===== config.mk =====
export PLATFORM = sky130hd
export DESIGN_NAME = instr_encoder_loader_flat
export DESIGN_NICKNAME = d
export VERILOG_FILES = /design/src/rtl/instr_encoder_loader_if.sv /design/src/rtl/instr_encoder_loader.sv /design/src/flat_wrapper.sv
export SDC_FILE = /design/constraint.sdc
export NUM_CORES = 1
export LEC_CHECK = 0
export BUFFER_PORTS_ARGS = -buffer_cell sky130_fd_sc_hd__buf_2
export CAP_MARGIN = 20
export CORE_ASPECT_RATIO = 1.1
export CORE_UTILIZATION = 35
export CTS_CLUSTER_DIAMETER = 200
export CTS_CLUSTER_SIZE = 12
export DETAILED_ROUTE_END_ITERATION = 10
export HOLD_SLACK_MARGIN = 0.05
export SLEW_MARGIN = 30
export SYNTH_ARGS = -nofsm -noshare
export SYNTH_HDL_FRONTEND = slang
export SYNTH_SLANG_ARGS = --single-unit

===== constraint.sdc =====
create_clock -name clk -period 1.97 [get_ports clk]
set_input_delay 0 -clock clk [delete_from_list [all_inputs] [get_ports clk]]
set_output_delay 0 -clock clk [all_outputs]
set_load 0.01 [all_outputs]

===== src/rtl/instr_encoder_loader_if.sv =====
// ---------------------------------------------------------------------------
// instr_encoder_loader_if
//   Command bus from the host into the encoder plus the instruction-memory
//   write port driven by the encoder.
//
//   Handshake: a command transfers on a rising edge where cmd_valid and
//   cmd_ready are both high. The host holds the command fields steady while
//   cmd_valid is high. cmd_ready never depends combinationally on cmd_valid.
//   imem_we is a single-cycle strobe qualifying imem_addr/imem_wdata.
//
//   master : host side (drives the command, observes the memory port)
//   slave  : encoder side (accepts the command, drives the memory port)
// ---------------------------------------------------------------------------
interface instr_encoder_loader_if #(
  parameter int ADDR_W = 8
);
  logic              cmd_valid;
  logic              cmd_ready;
  logic [2:0]        cmd_fmt;
  logic [6:0]        cmd_op;
  logic [2:0]        cmd_funct3;
  logic [6:0]        cmd_funct7;
  logic [4:0]        cmd_rd;
  logic [4:0]        cmd_rs1;
  logic [4:0]        cmd_rs2;
  logic [31:0]       cmd_imm;
  logic              cmd_last;
  logic              imem_we;
  logic [ADDR_W-1:0] imem_addr;
  logic [31:0]       imem_wdata;

  modport master (
    output cmd_valid, cmd_fmt, cmd_op, cmd_funct3, cmd_funct7,
           cmd_rd, cmd_rs1, cmd_rs2, cmd_imm, cmd_last,
    input  cmd_ready, imem_we, imem_addr, imem_wdata
  );

  modport slave (
    input  cmd_valid, cmd_fmt, cmd_op, cmd_funct3, cmd_funct7,
           cmd_rd, cmd_rs1, cmd_rs2, cmd_imm, cmd_last,
    output cmd_ready, imem_we, imem_addr, imem_wdata
  );
endinterface


===== src/rtl/instr_encoder_loader.sv =====
// ---------------------------------------------------------------------------
// instr_encoder_loader
//   Packs field-level RV32I commands into 32-bit instruction words and writes
//   them to consecutive instruction-memory word addresses from a programmed
//   base. One word per two cycles (ACCEPT then WRITE).
//
// Ports
//   clk, rst    : clock, synchronous active-high reset
//   start       : begin a session (honoured only in IDLE)
//   base_addr   : first word address of the session
//   bus         : command handshake + imem write port (slave modport)
//   busy        : high in every state except IDLE
//   done        : one-cycle pulse at session end
//   count       : words written in the current session
//   err         : sticky error (encoding violation or overflow)
//   dbg_state   : current FSM state (0 IDLE, 1 ACCEPT, 2 WRITE, 3 DONE)
// ---------------------------------------------------------------------------
module instr_encoder_loader #(
  parameter int ADDR_W = 8,
  parameter int DEPTH  = 256
) (
  input  logic              clk,
  input  logic              rst,
  input  logic              start,
  input  logic [ADDR_W-1:0] base_addr,
  instr_encoder_loader_if.slave bus,
  output logic              busy,
  output logic              done,
  output logic [ADDR_W:0]   count,
  output logic              err,
  output logic [1:0]        dbg_state
);

  localparam logic [31:0]   NOP     = 32'h0000_0013;
  localparam logic [ADDR_W:0] DEPTH_C = (ADDR_W+1)'(DEPTH);

  typedef enum logic [1:0] {
    IDLE   = 2'd0,
    ACCEPT = 2'd1,
    WRITE  = 2'd2,
    DONE   = 2'd3
  } state_t;

  state_t state, state_nxt;

  logic [ADDR_W-1:0] addr_q;
  logic [ADDR_W:0]   count_q;
  logic [ADDR_W:0]   count_inc;
  logic [31:0]       word_q;
  logic              last_q;
  logic              err_q;
  logic              at_limit;

  // -------------------------------------------------------------------------
  // Encoder: pure function of the command fields
  // -------------------------------------------------------------------------
  logic signed [31:0] simm;
  logic [31:0]        imm;
  logic [31:0]        enc_raw;
  logic               enc_bad;
  logic [31:0]        enc_word;

  assign imm  = bus.cmd_imm;
  assign simm = bus.cmd_imm;

  always_comb begin
    enc_raw = NOP;
    enc_bad = 1'b0;
    case (bus.cmd_fmt)
      3'b000: begin // I
        enc_raw = {imm[11:0], bus.cmd_rs1, bus.cmd_funct3, bus.cmd_rd, bus.cmd_op};
        enc_bad = (simm < -32'sd2048) || (simm > 32'sd2047);
      end
      3'b001: begin // S
        enc_raw = {imm[11:5], bus.cmd_rs2, bus.cmd_rs1, bus.cmd_funct3,
                   imm[4:0], bus.cmd_op};
        enc_bad = (simm < -32'sd2048) || (simm > 32'sd2047);
      end
      3'b010: begin // B
        enc_raw = {imm[12], imm[10:5], bus.cmd_rs2, bus.cmd_rs1, bus.cmd_funct3,
                   imm[4:1], imm[11], bus.cmd_op};
        enc_bad = (simm < -32'sd4096) || (simm > 32'sd4094) || imm[0];
      end
      3'b011: begin // J
        enc_raw = {imm[20], imm[10:1], imm[11], imm[19:12], bus.cmd_rd, bus.cmd_op};
        enc_bad = (simm < -32'sd1048576) || (simm > 32'sd1048574) || imm[0];
      end
      3'b100: begin // U: caller passes the full value, low 12 bits must be clear
        enc_raw = {imm[31:12], bus.cmd_rd, bus.cmd_op};
        enc_bad = (imm[11:0] != 12'd0);
      end
      3'b101: begin // R
        enc_raw = {bus.cmd_funct7, bus.cmd_rs2, bus.cmd_rs1, bus.cmd_funct3,
                   bus.cmd_rd, bus.cmd_op};
        enc_bad = 1'b0;
      end
      default: begin
        enc_raw = NOP;
        enc_bad = 1'b1;
      end
    endcase
    // A bad command still produces a write (as NOP) so later addresses line up.
    enc_word = enc_bad ? NOP : enc_raw;
  end

  assign count_inc = count_q + 1'b1;
  assign at_limit  = (count_inc == DEPTH_C);

  // -------------------------------------------------------------------------
  // FSM state register
  // -------------------------------------------------------------------------
  always_ff @(posedge clk) begin
    if (rst) state <= IDLE;
    else     state <= state_nxt;
  end

  // -------------------------------------------------------------------------
  // FSM next state and outputs (all outputs are state decodes or registers)
  // -------------------------------------------------------------------------
  always_comb begin
    state_nxt      = state;
    bus.cmd_ready  = 1'b0;
    bus.imem_we    = 1'b0;
    bus.imem_addr  = addr_q;
    bus.imem_wdata = word_q;
    busy           = (state != IDLE);
    done           = 1'b0;
    count          = count_q;
    err            = err_q;
    dbg_state      = state;
    case (state)
      IDLE: begin
        if (start) state_nxt = ACCEPT;
      end
      ACCEPT: begin
        bus.cmd_ready = 1'b1;
        if (bus.cmd_valid) state_nxt = WRITE;
      end
      WRITE: begin
        bus.imem_we = 1'b1;
        state_nxt   = (last_q || at_limit) ? DONE : ACCEPT;
      end
      DONE: begin
        done      = 1'b1;
        state_nxt = IDLE;
      end
      default: state_nxt = IDLE;
    endcase
  end

  // -------------------------------------------------------------------------
  // Datapath registers
  // -------------------------------------------------------------------------
  always_ff @(posedge clk) begin
    if (rst) begin
      addr_q  <= '0;
      count_q <= '0;
      word_q  <= '0;
      last_q  <= 1'b0;
      err_q   <= 1'b0;
    end else begin
      case (state)
        IDLE: begin
          if (start) begin
            addr_q  <= base_addr;
            count_q <= '0;
            err_q   <= 1'b0;
          end
        end
        ACCEPT: begin
          if (bus.cmd_valid) begin
            word_q <= enc_word;
            last_q <= bus.cmd_last;
            if (enc_bad) err_q <= 1'b1;
          end
        end
        WRITE: begin
          // Address wraps naturally in ADDR_W bits.
          addr_q  <= addr_q + 1'b1;
          count_q <= count_inc;
          // Hitting the session limit without a last command is an overflow.
          if (at_limit && !last_q) err_q <= 1'b1;
        end
        default: ;
      endcase
    end
  end

endmodule


===== src/flat_wrapper.sv =====
// flat-port wrapper written by rule: the top's interface ports become plain ports
module instr_encoder_loader_flat 
#(
  parameter int ADDR_W = 8,
  parameter int DEPTH  = 256
)
  (clk, rst, start, base_addr, busy, done, count, err, dbg_state, bus_cmd_valid, bus_cmd_fmt, bus_cmd_op, bus_cmd_funct3, bus_cmd_funct7, bus_cmd_rd, bus_cmd_rs1, bus_cmd_rs2, bus_cmd_imm, bus_cmd_last, bus_cmd_ready, bus_imem_we, bus_imem_addr, bus_imem_wdata);
  instr_encoder_loader_if #(.ADDR_W(ADDR_W)) bus_i ();
  input  logic clk;
  input  logic rst;
  input  logic start;
  input  logic [ADDR_W-1:0] base_addr;
  output logic busy;
  output logic done;
  output logic [ADDR_W:0] count;
  output logic err;
  output logic [1:0] dbg_state;
  input wire logic [$bits(bus_i.cmd_valid)-1:0] bus_cmd_valid;
  input wire logic [$bits(bus_i.cmd_fmt)-1:0] bus_cmd_fmt;
  input wire logic [$bits(bus_i.cmd_op)-1:0] bus_cmd_op;
  input wire logic [$bits(bus_i.cmd_funct3)-1:0] bus_cmd_funct3;
  input wire logic [$bits(bus_i.cmd_funct7)-1:0] bus_cmd_funct7;
  input wire logic [$bits(bus_i.cmd_rd)-1:0] bus_cmd_rd;
  input wire logic [$bits(bus_i.cmd_rs1)-1:0] bus_cmd_rs1;
  input wire logic [$bits(bus_i.cmd_rs2)-1:0] bus_cmd_rs2;
  input wire logic [$bits(bus_i.cmd_imm)-1:0] bus_cmd_imm;
  input wire logic [$bits(bus_i.cmd_last)-1:0] bus_cmd_last;
  output wire logic [$bits(bus_i.cmd_ready)-1:0] bus_cmd_ready;
  output wire logic [$bits(bus_i.imem_we)-1:0] bus_imem_we;
  output wire logic [$bits(bus_i.imem_addr)-1:0] bus_imem_addr;
  output wire logic [$bits(bus_i.imem_wdata)-1:0] bus_imem_wdata;
  assign bus_i.cmd_valid = bus_cmd_valid;
  assign bus_i.cmd_fmt = bus_cmd_fmt;
  assign bus_i.cmd_op = bus_cmd_op;
  assign bus_i.cmd_funct3 = bus_cmd_funct3;
  assign bus_i.cmd_funct7 = bus_cmd_funct7;
  assign bus_i.cmd_rd = bus_cmd_rd;
  assign bus_i.cmd_rs1 = bus_cmd_rs1;
  assign bus_i.cmd_rs2 = bus_cmd_rs2;
  assign bus_i.cmd_imm = bus_cmd_imm;
  assign bus_i.cmd_last = bus_cmd_last;
  assign bus_cmd_ready = bus_i.cmd_ready;
  assign bus_imem_we = bus_i.imem_we;
  assign bus_imem_addr = bus_i.imem_addr;
  assign bus_imem_wdata = bus_i.imem_wdata;
  instr_encoder_loader #(.ADDR_W(ADDR_W), .DEPTH(DEPTH)) u_core (.clk(clk), .rst(rst), .start(start), .base_addr(base_addr), .bus(bus_i), .busy(busy), .done(done), .count(count), .err(err), .dbg_state(dbg_state));
endmodule

# Word-level counts from Yosys, hierarchy flattened
# Cells that the tools add are included.
dict set report op_classes {
  n_eq_ne 13
  n_mux 19
  add_sub_neg 2
  magnitude_cmp 6
  reduce_logical 19
}
# cell n
set op_table {}
lappend op_table {{32-bit case mux with 6 select lines} 1}
lappend op_table {{32-bit by 12-bit > comparator with 1-bit output (second input constant)} 1}
lappend op_table {{32-bit by 13-bit > comparator with 1-bit output (second input constant)} 1}
lappend op_table {{32-bit by 21-bit > comparator with 1-bit output (second input constant)} 1}
lappend op_table {{32-bit by 12-bit less-than comparator with 1-bit output (second input constant)} 1}
lappend op_table {{32-bit by 13-bit less-than comparator with 1-bit output (second input constant)} 1}
lappend op_table {{32-bit by 21-bit less-than comparator with 1-bit output (second input constant)} 1}
lappend op_table {{32-bit 2-to-1 mux} 1}
lappend op_table {{9-bit case mux with 2 select lines} 1}
lappend op_table {{8-bit case mux with 2 select lines} 1}
lappend op_table {{12-bit nonzero test} 1}
lappend op_table {{9-bit by 1-bit adder with 9-bit output (second input constant)} 1}
lappend op_table {{9-bit == test (second input constant)} 1}
lappend op_table {{9-bit 2-to-1 mux} 1}
lappend op_table {{8-bit by 1-bit adder with 8-bit output (second input constant)} 1}
lappend op_table {{8-bit 2-to-1 mux} 1}
lappend op_table {{2-bit case mux with 4 select lines} 1}
lappend op_table {{1-bit 2-to-1 mux} 7}
lappend op_table {{3-bit by 2-bit == test with 1-bit output (second input constant)} 2}
lappend op_table {{3-bit == test (second input constant)} 2}
lappend op_table {{1-bit logical OR} 6}
lappend op_table {{2-bit 2-to-1 mux} 3}
lappend op_table {{2-bit AND reduction} 3}
lappend op_table {{1-bit case mux with 5 select lines} 1}
lappend op_table {{other kinds (14)} 18}
dict set report totals {
  word_cells 65
  regBits 53
  output_inout_bits 56
}

# Depth between registers and ports, before layout
# Gate-level depths: netlist of the first run.
dict set report depth {
  ltp_word 7
  mapped_depth 9
}

# Worst setup path after synthesis of the first run
# OpenSTA, ideal clock, no wires.
dict set report synth_path {
  path_kind {register -> register}
  from {register u_core.state[1], in the netlist u_core.dbg_state[1]}
  to {register u_core.word_q[12], in the netlist u_core.bus.imem_wdata[12]}
  slack_ns -0.023
  setup_time_ns 0.128
  stages_incl_launch_ff 10
  required_time_ns 1.842
  path_buffers 3
  arrival_ns 1.864
  cell_sequence {dfxtp_1 > inv_1 > ha_1 > and2_1 > clkbuf_1 > nand2b_1 > clkbuf_1 > clkbuf_1 > a211o_1 > o21ai_0}
}
dict set report synth_between {
  elab_chain_len 2
}
# element line
set synth_rtl {}
lappend synth_rtl {{start, declared} instr_encoder_loader.sv:44} ;# state_t state, state_nxt;
lappend synth_rtl {{start signal, assigned} instr_encoder_loader.sv:114} ;# else state <= state_nxt;
lappend synth_rtl {{2-bit by 1-bit == test with 1-bit output} instr_encoder_loader.sv:162} ;# case (state)
lappend synth_rtl {{2-bit AND reduction (no source line)} n/a}
lappend synth_rtl {{end signal, assigned} instr_encoder_loader.sv:172} ;# word_q <= enc_word;
lappend synth_rtl {{end, declared} instr_encoder_loader.sv:49} ;# logic [31:0] word_q;
# Every way passes these cells.
# A chain may end at the register's enable or synchronous reset.

# Final worst setup path of the first run
dict set report layout_path {
  from {register u_core.count_q[1], in the netlist u_core.count[1]}
  to {register u_core.err_q, in the netlist u_core.err}
}
dict set report layout_between {
  elab_chain_len 5
}
# element line
set layout_rtl {}
lappend layout_rtl {{start, declared} instr_encoder_loader.sv:47} ;# logic [ADDR_W:0] count_q;
lappend layout_rtl {{start signal, assigned} instr_encoder_loader.sv:180} ;# count_q <= count_inc;
lappend layout_rtl {{9-bit by 1-bit adder with 9-bit output} instr_encoder_loader.sv:106} ;# assign count_inc = count_q + 1'b1;
lappend layout_rtl {{9-bit == test} instr_encoder_loader.sv:107} ;# assign at_limit = (count_inc == DEPTH_C);
lappend layout_rtl {{1-bit logical AND} instr_encoder_loader.sv:182} ;# if (at_limit && !last_q) err_q <= 1'b1;
lappend layout_rtl {{2-bit by 1-bit != test with 1-bit output (no source line)} n/a}
lappend layout_rtl {{5-bit AND reduction (no source line)} n/a}
lappend layout_rtl {{end signal, assigned} instr_encoder_loader.sv:167} ;# err_q <= 1'b0;
lappend layout_rtl {{end signal, assigned} instr_encoder_loader.sv:174} ;# if (enc_bad) err_q <= 1'b1;
lappend layout_rtl {{end signal, assigned} instr_encoder_loader.sv:182}
lappend layout_rtl {{end, declared} instr_encoder_loader.sv:51} ;# logic err_q;
# Every way passes these cells.

==> results of run 1 <==
[worst max-delay path, cell delays in order (launching register included)]
cell	delay, ns
dfxtp_1	0.40
ha_1	0.22
nor4bb_1	0.28
a21oi_1	0.11
a211oi_2	0.24
a21oi_1	0.11
a31oi_1	0.19
mux2i_1	0.19
[cell families after synthesis]
logic type,Yosys count
AND/OR/NAND/NOR,161
AO/OA/AOI/OAI,150
flip-flops,53
buffers and inverters,44
multiplexers,20
adder cells (fa/ha/maj),6
XOR/XNOR,2
[area by class of cell]
class	count	area [um^2]
clock inverter	2	13.8
sequential	53	1060
tap	117	146
fill	955	4850
multi-input combinational	339	2170
inverter	7	26.3
clock buffer	6	82.6
timing repair buffer	179	1040
[layer usage]
| layer | up-vias | share of wire [%] |
|---|---|---|
| met5 | - | 0 |
| li1 | 1931 | - |
| met1 | 1812 | 43 |
| met4 | 0 | 1.5 |
| met2 | 147 | 48 |
| met3 | 14 | 7.1 |
[state kept, by name, indices dropped and copies added, names as in the netlist]
signal / flops
u_core.count: 9
u_core.bus.imem_wdata: 32
u_core.last_q: 1
u_core.dbg_state: 2
u_core.err: 1
u_core.bus.imem_addr: 8
[through the flow]
stage / cells / power, mW / cell area, um^2 / setup slack [ns] / util (%)
2_1_floorplan: 436 / 1.59 / 3410 / 0.0495 / -
3_3_place_gp: 680 / 1.89 / 4290 / 0.0530 / 45.7
3_5_place_dp: 680 / 1.90 / 4290 / 0.00478 / 45.7
4_1_cts: 703 / 2.59 / 4540 / 0.0504 / 48.3
5_1_grt: 703 / 2.72 / 4550 / 0.0198 / 48.4
6_report: 703 / 2.57 / 4550 / 0.180 / 48.4
[placed cells by master (no fill, tap or decap), types with 6 or more instances in the layout]
master and instances:
a211o_1 8, a211oi_1 7, a21oi_1 34, a221oi_1 8
a22oi_1 14, buf_2 135, buf_4 29, clkbuf_8 6
dfxtp_1 52, dlygate4sd3_1 15, ha_1 6, inv_1 7
mux2_2 12, mux2i_1 8, nand2_1 26, nand3_1 8
nand3b_1 33, nand4_1 10, nor2_1 42, nor2b_1 11
nor3_1 6, nor4_1 6, o21ai_0 37, o31ai_1 15
[power breakdown]
part | internal (mW) | switching (mW) | total, mW
clock network | 0.286 | 0.383 | 0.669
registers | 1.12 | 0.0457 | 1.16
logic | 0.336 | 0.406 | 0.742
[timing repair]
item,4_1_cts,5_1_grt
setup buffers,0,0
setup endpoints to repair,0,6
hold endpoints to repair,15,0
hold buffers,15,0
resized for setup,0,3
[how the worst max path moves through the flow]
stage          slack (ns)                                     end
2_1_floorplan        0.05  u_core.bus.imem_wdata[10]$_SDFFE_PP0P_
3_3_place_gp         0.05  u_core.bus.imem_wdata[22]$_SDFFE_PP0P_
3_5_place_dp        0.005  u_core.bus.imem_wdata[22]$_SDFFE_PP0P_
4_1_cts              0.05                 u_core.err$_SDFFE_PP0P_
5_1_grt              0.02                 u_core.err$_SDFFE_PP0P_
6_report             0.18                 u_core.err$_SDFFE_PP0P_
==> results.md, run 1 <==
* Fin crit share at 90.9%
* Largest fanout on the critical path at 4
* Yosys reg bits at 53
* Startpoint types: flip-flop
* Hold_ws at 0.0512 ns
* Hold Path Class: in2reg
* FF-to-FF End: u_core.err$_SDFFE_PP0P_
* Pins Over Slew Limit at 0
* Worst hold stages at 3
* Total number of vias at 3904
* Reg2Reg Launch Point: u_core.count[1]$_SDFFE_PP0P_
* Synth Area in XOR/XNOR at 0.514%
* Final ANT Viol Nets at 0
* Mean post-synth cell area at 7.82 um^2
* Num CTS Buffers at 5
* Routed WL per cell at 15.6 um
* Cell Rows at 37
* Synthesized area at 3410 um^2
* Worst-margin pin slew at 0.520 ns
* Vias per cell at 5.55
* Async SR Flop Fraction at 0%
* Met1 Use GR at 28.0%
* # IOs at 136
* Req. time, crit path at 2.22 ns
* Worst Reg2Reg Path Length in Cells at 7
* Fmax at 0.559 GHz
* Starting Density at 36.3%
* Worst setup EP type: flip-flop
* Clock latency on the worst-skew pair at 0.31 ns
* Seq/Total Area, Yosys at 31.1%
* M3 GR Usage at 4.33%
* Compound-Gate Fraction of Synth Area at 28.9%
* Synth Area in Adders at 2.20%
* Synth top cells by count: 53 x dfxtp_1, 42 x nor2_1, 37 x o21ai_0, 34 x a21oi_1, 33 x nand3b_1
* Clock skew at 0.0131 ns
* Peak VDD IR at 0.391 mV
* GR peak layer: met2
* Endpoints failing setup at 0
* Vias in the first global route at 3629
* Pwr/cell area at 566 nW/um^2
* Hold Path Origin: bus_cmd_rd[4]
* Gr ovfl total at 0
* DRC Markers at 0
* Pre-antenna DRT Iters at 5
* Ranking of synthesized cells by area: dfxtp_1 31%, nand3b_1 7.3%, o21ai_0 5.4%
* Core ar. at 9400 um^2
* Critical path launch point: u_core.count[1]$_SDFFE_PP0P_
* Max-slew headroom at 65.3%
* Count leader, synth: dfxtp_1
* Die height at 105 um
* Setup TNS at 0 ns
* Full die area at 10100 um^2
* Yosys warnings at 0
* PortBufs at 135
* Critical setup path kind: reg2reg
* Final Hold Fails at 0
* MaxCap Viol Count at 0
* H-tree levels at 2
* First-pass GRT wire length at 17500 um
* All-layer global routing usage at 21.5%
* HPWL Detailed at 8120 um
* # diodes at 0
* Clock sink count at 53
* CP arrival at 2.04 ns
* Layout area overhead at 33.4%
* Routed WL at 11000 um
* R2R setup slack at 0.18 ns
* EDFF count, synth at 0
* Iter 0 DRT Violations at 228
* Main combinational cell family by area after synthesis: compound AO/OA/AOI/OAI gates
* Width of the die at 96.1 um
* Clock root cell: clkbuf_8
* Pleak at 1.93 nW
* Worst-path clk slew at 0.10 ns
* Share of cells above drive strength 1 at 32.6%
* Area share of the largest cell type after synthesis at 31.1%
* Routing usage on met2 at 35.6%
* Netlist cell types at 45
* Mux cell area share after synthesis at 6.31%
* Hold path endpoint: u_core.bus.imem_wdata[11]$_SDFFE_PP0P_
* Net Count, Synth at 522
* Dominant synthesized flop cell: dfxtp_1
* Largest net degree at the start of global routing at 59
* RD Place Congestion at 0.841
* Status: completed
* Period minus WS final at 1.79 ns
* Max Root-Sink Buffers at 2
* CTS tree: built
* RSZ-0062 raised after global routing: no
* Largest area contributor in the netlist: dfxtp_1
* Initial antenna violation count at 0
* Cells after synthesis at 436
* Final #Nets at 671
* Simple-Gate Fraction of Synth Area at 25.6%
No activity file was read; power rests on OpenSTA's default activity.
==> inputs of run 2 (changes only) <==
--- a/config.mk
+++ b/config.mk
@@ -5,7 +5,7 @@
 export SDC_FILE = /design/constraint.sdc
 export NUM_CORES = 1
 export LEC_CHECK = 0
-export BUFFER_PORTS_ARGS = -buffer_cell sky130_fd_sc_hd__buf_2
+export BUFFER_PORTS_ARGS = -buffer_cell sky130_fd_sc_hd__clkbuf_2
 export CAP_MARGIN = 20
 export CORE_ASPECT_RATIO = 1.1
 export CORE_UTILIZATION = 35
==> results.md, run 2 (same netlist as run 1, synthesis figures left out) <==
* Status: completed
* # diodes at 0
* Peak VDD IR at 0.302 mV
* H-tree levels at 2
* PortBufs at 135
* Final Hold Fails at 0
* Pins Over Slew Limit at 0
* Num CTS Buffers at 5
* RD Place Congestion at 0.899
* Fin crit share at 92.0%
* Initial antenna violation count at 0
* Worst-margin pin slew at 0.527 ns
* Gr ovfl total at 0
* Internal Power at 1.74 mW
* Clock skew at 0.0119 ns
* Largest fanout on the critical path at 4
* # IOs at 136
* Vias in the first global route at 3732
* Max Root-Sink Buffers at 2
* Hold Path Class: in2reg
* Layout area overhead at 33.7%
* Period minus WS final at 1.81 ns
* Post-CTS Setup Repair Bufs at 0
* Vias per cell at 5.58
* Core ar. at 9400 um^2
* Sequential share of power at 45.1%
* Fmax at 0.552 GHz
* Pwr/cell area at 565 nW/um^2
* Cell Rows at 37
* Commonest non-fill, non-tap cell in the layout: clkbuf_2
* Req. time, crit path at 2.21 ns
* Max-slew headroom at 64.9%
* Critical setup path kind: reg2reg
* Startpoint types: flip-flop
* Largest net degree at the start of global routing at 59
* Clock sink count at 53
* R2R setup slack at 0.16 ns
* Routed WL at 11000 um
* Placed insts at 678
* Cell mode on critical path: a21oi_1
* Psw at 0.837 mW
* Worst-path clk slew at 0.11 ns
* Most frequent cells in the layout: 135 x clkbuf_2, 52 x dfxtp_1, 42 x nor2_1
* Worst Path Buf+Inv at 0
* Worst hold stages at 4
* Final ANT Viol Nets at 0
* Worst setup EP type: flip-flop
* Hold_ws at 0.0519 ns
* Max reg flops at 32
* Final cell count without fillers at 702
* FF-to-FF End: u_core.err$_SDFFE_PP0P_
* Die height at 105 um
* Reg2Reg Launch Point: u_core.count[1]$_SDFFE_PP0P_
* Width of the die at 96.1 um
* Endpoints failing setup at 0
* Clock root cell: clkbuf_8
* Comb power frac at 29.1%
* Critical Path, Cell by Cell: ha_2 -> nor4bb_1 -> a21oi_1 -> a211oi_2 -> a21oi_1 -> a31oi_1 -> mux2i_1
* Clock latency on the worst-skew pair at 0.31 ns
* Critical Path Slowest Stage Cell: dfxtp_1
* Routed WL per cell at 15.7 um
* MaxCap Viol Count at 0
* Pleak at 1.89 nW
* Switching share of power at 32.5%
* Iter 0 DRT Violations at 243
* CP arrival at 2.06 ns
* Final #Nets at 670
* Pre-antenna DRT Iters at 4
* CTS tree: built
* Worst Reg2Reg Path Length in Cells at 7
* Starting Density at 36.3%
* Share of cells above drive strength 1 at 32.6%
* HPWL Detailed at 8090 um
* Total number of vias at 3917
* Hold path endpoint: u_core.bus.imem_addr[2]$_SDFFE_PP0P_
* First-pass GRT wire length at 17900 um
* All-layer global routing usage at 22.3%
* Hold Path Origin: base_addr[2]
* Crit-path max cell delay at 0.39 ns
* DRC Markers at 0
* Share of total power in the clock network at 25.8%
* Crit path max-delay family: compound AO/OA/AOI/OAI gates
* Full die area at 10100 um^2
run 2: cell count changes in the layout (fill, tap and decap cells not counted), sizes merged:
cell         delta
buf           -137
clkbuf        +135
dlygate4sd3     +1
run 2: worst max-delay path by stage:
| stage | depth (start not counted) | slack [ns] | to | from |
|---|---|---|---|---|
| floorplan | 8 | 0.05 | u_core.bus.imem_wdata[10]$_SDFFE_PP0P_ | u_core.dbg_state[1]$_SDFFE_PP0P_ |
| global placement | 8 | 0.1 | u_core.bus.imem_wdata[0]$_SDFFE_PP0P_ | bus_cmd_imm[18] |
| detailed placement | 8 | 0.02 | u_core.bus.imem_wdata[1]$_SDFFE_PP0P_ | bus_cmd_imm[18] |
| CTS | 7 | 0.03 | u_core.err$_SDFFE_PP0P_ | u_core.count[0]$_SDFFE_PP0P_ |
| global route | 7 | -0.02 | u_core.err$_SDFFE_PP0P_ | u_core.count[1]$_SDFFE_PP0P_ |
| finish | 7 | 0.16 | u_core.err$_SDFFE_PP0P_ | u_core.count[1]$_SDFFE_PP0P_ |
run 2: what timing repair did:
action / in CTS / in global routing
hold buffers: 16 / 0
endpoints found under the hold margin: 16 / 0
endpoints found under the setup margin: 0 / 9
resized for setup: 0 / 5
run 2: cell type report:
cell class | count | area (um^2)
flip-flops and latches | 53 | 1060
clock inverters | 2 | 13.8
repair buffers | 178 | 1050
inverters | 7 | 26.3
fillers | 957 | 4840
multi-input cells | 339 | 2170
clock buffers | 6 | 82.6
well taps | 117 | 146
run 2: metal layers:
layer  track usage [%]  up-vias  part of all wire, %  wire [um]
met5                 0        -                    0          0
li1                  -     1926                    -          -
met2              36.7      151                   48       5250
met1              29.6     1821                   45       4910
met4              5.97        0                  1.8        201
met3              3.68       19                  6.1        674
run 2: power groups by stage:
| stage | logic, mW | registers [mW] | clock network (mW) |
|---|---|---|---|
| 5_1_grt | 0.836 | 1.17 | 0.729 |
| 3_5_place_dp | 0.721 | 1.19 | 0 |
| 2_1_floorplan | 0.394 | 1.20 | 0 |
| 3_3_place_gp | 0.711 | 1.18 | 0 |
| 6_report | 0.750 | 1.16 | 0.663 |
| 4_1_cts | 0.749 | 1.16 | 0.679 |
run 2: through the flow:
step                      total power [mW]  instance area [um^2]  utilization (%)  setup WS (ns)  TNS (ns)
after floorplan                       1.59                  3410                -         0.0495         0
after global placement                1.89                  4290             45.6         0.0985         0
after detailed placement              1.91                  4290             45.6         0.0199         0
after CTS                             2.59                  4540             48.4         0.0308         0
after global routing                  2.73                  4560             48.5        -0.0163   -0.0269
final                                 2.57                  4560             48.5          0.157         0
run 2: tightest hold or removal path, delay by kind of cell:
| kind | cells | cell delay [ns] |
|---|---|---|
| compound gates | 2 | 0.18 |
| buf+inv | 1 | 0.08 |
| simple gates | 1 | 0.08 |
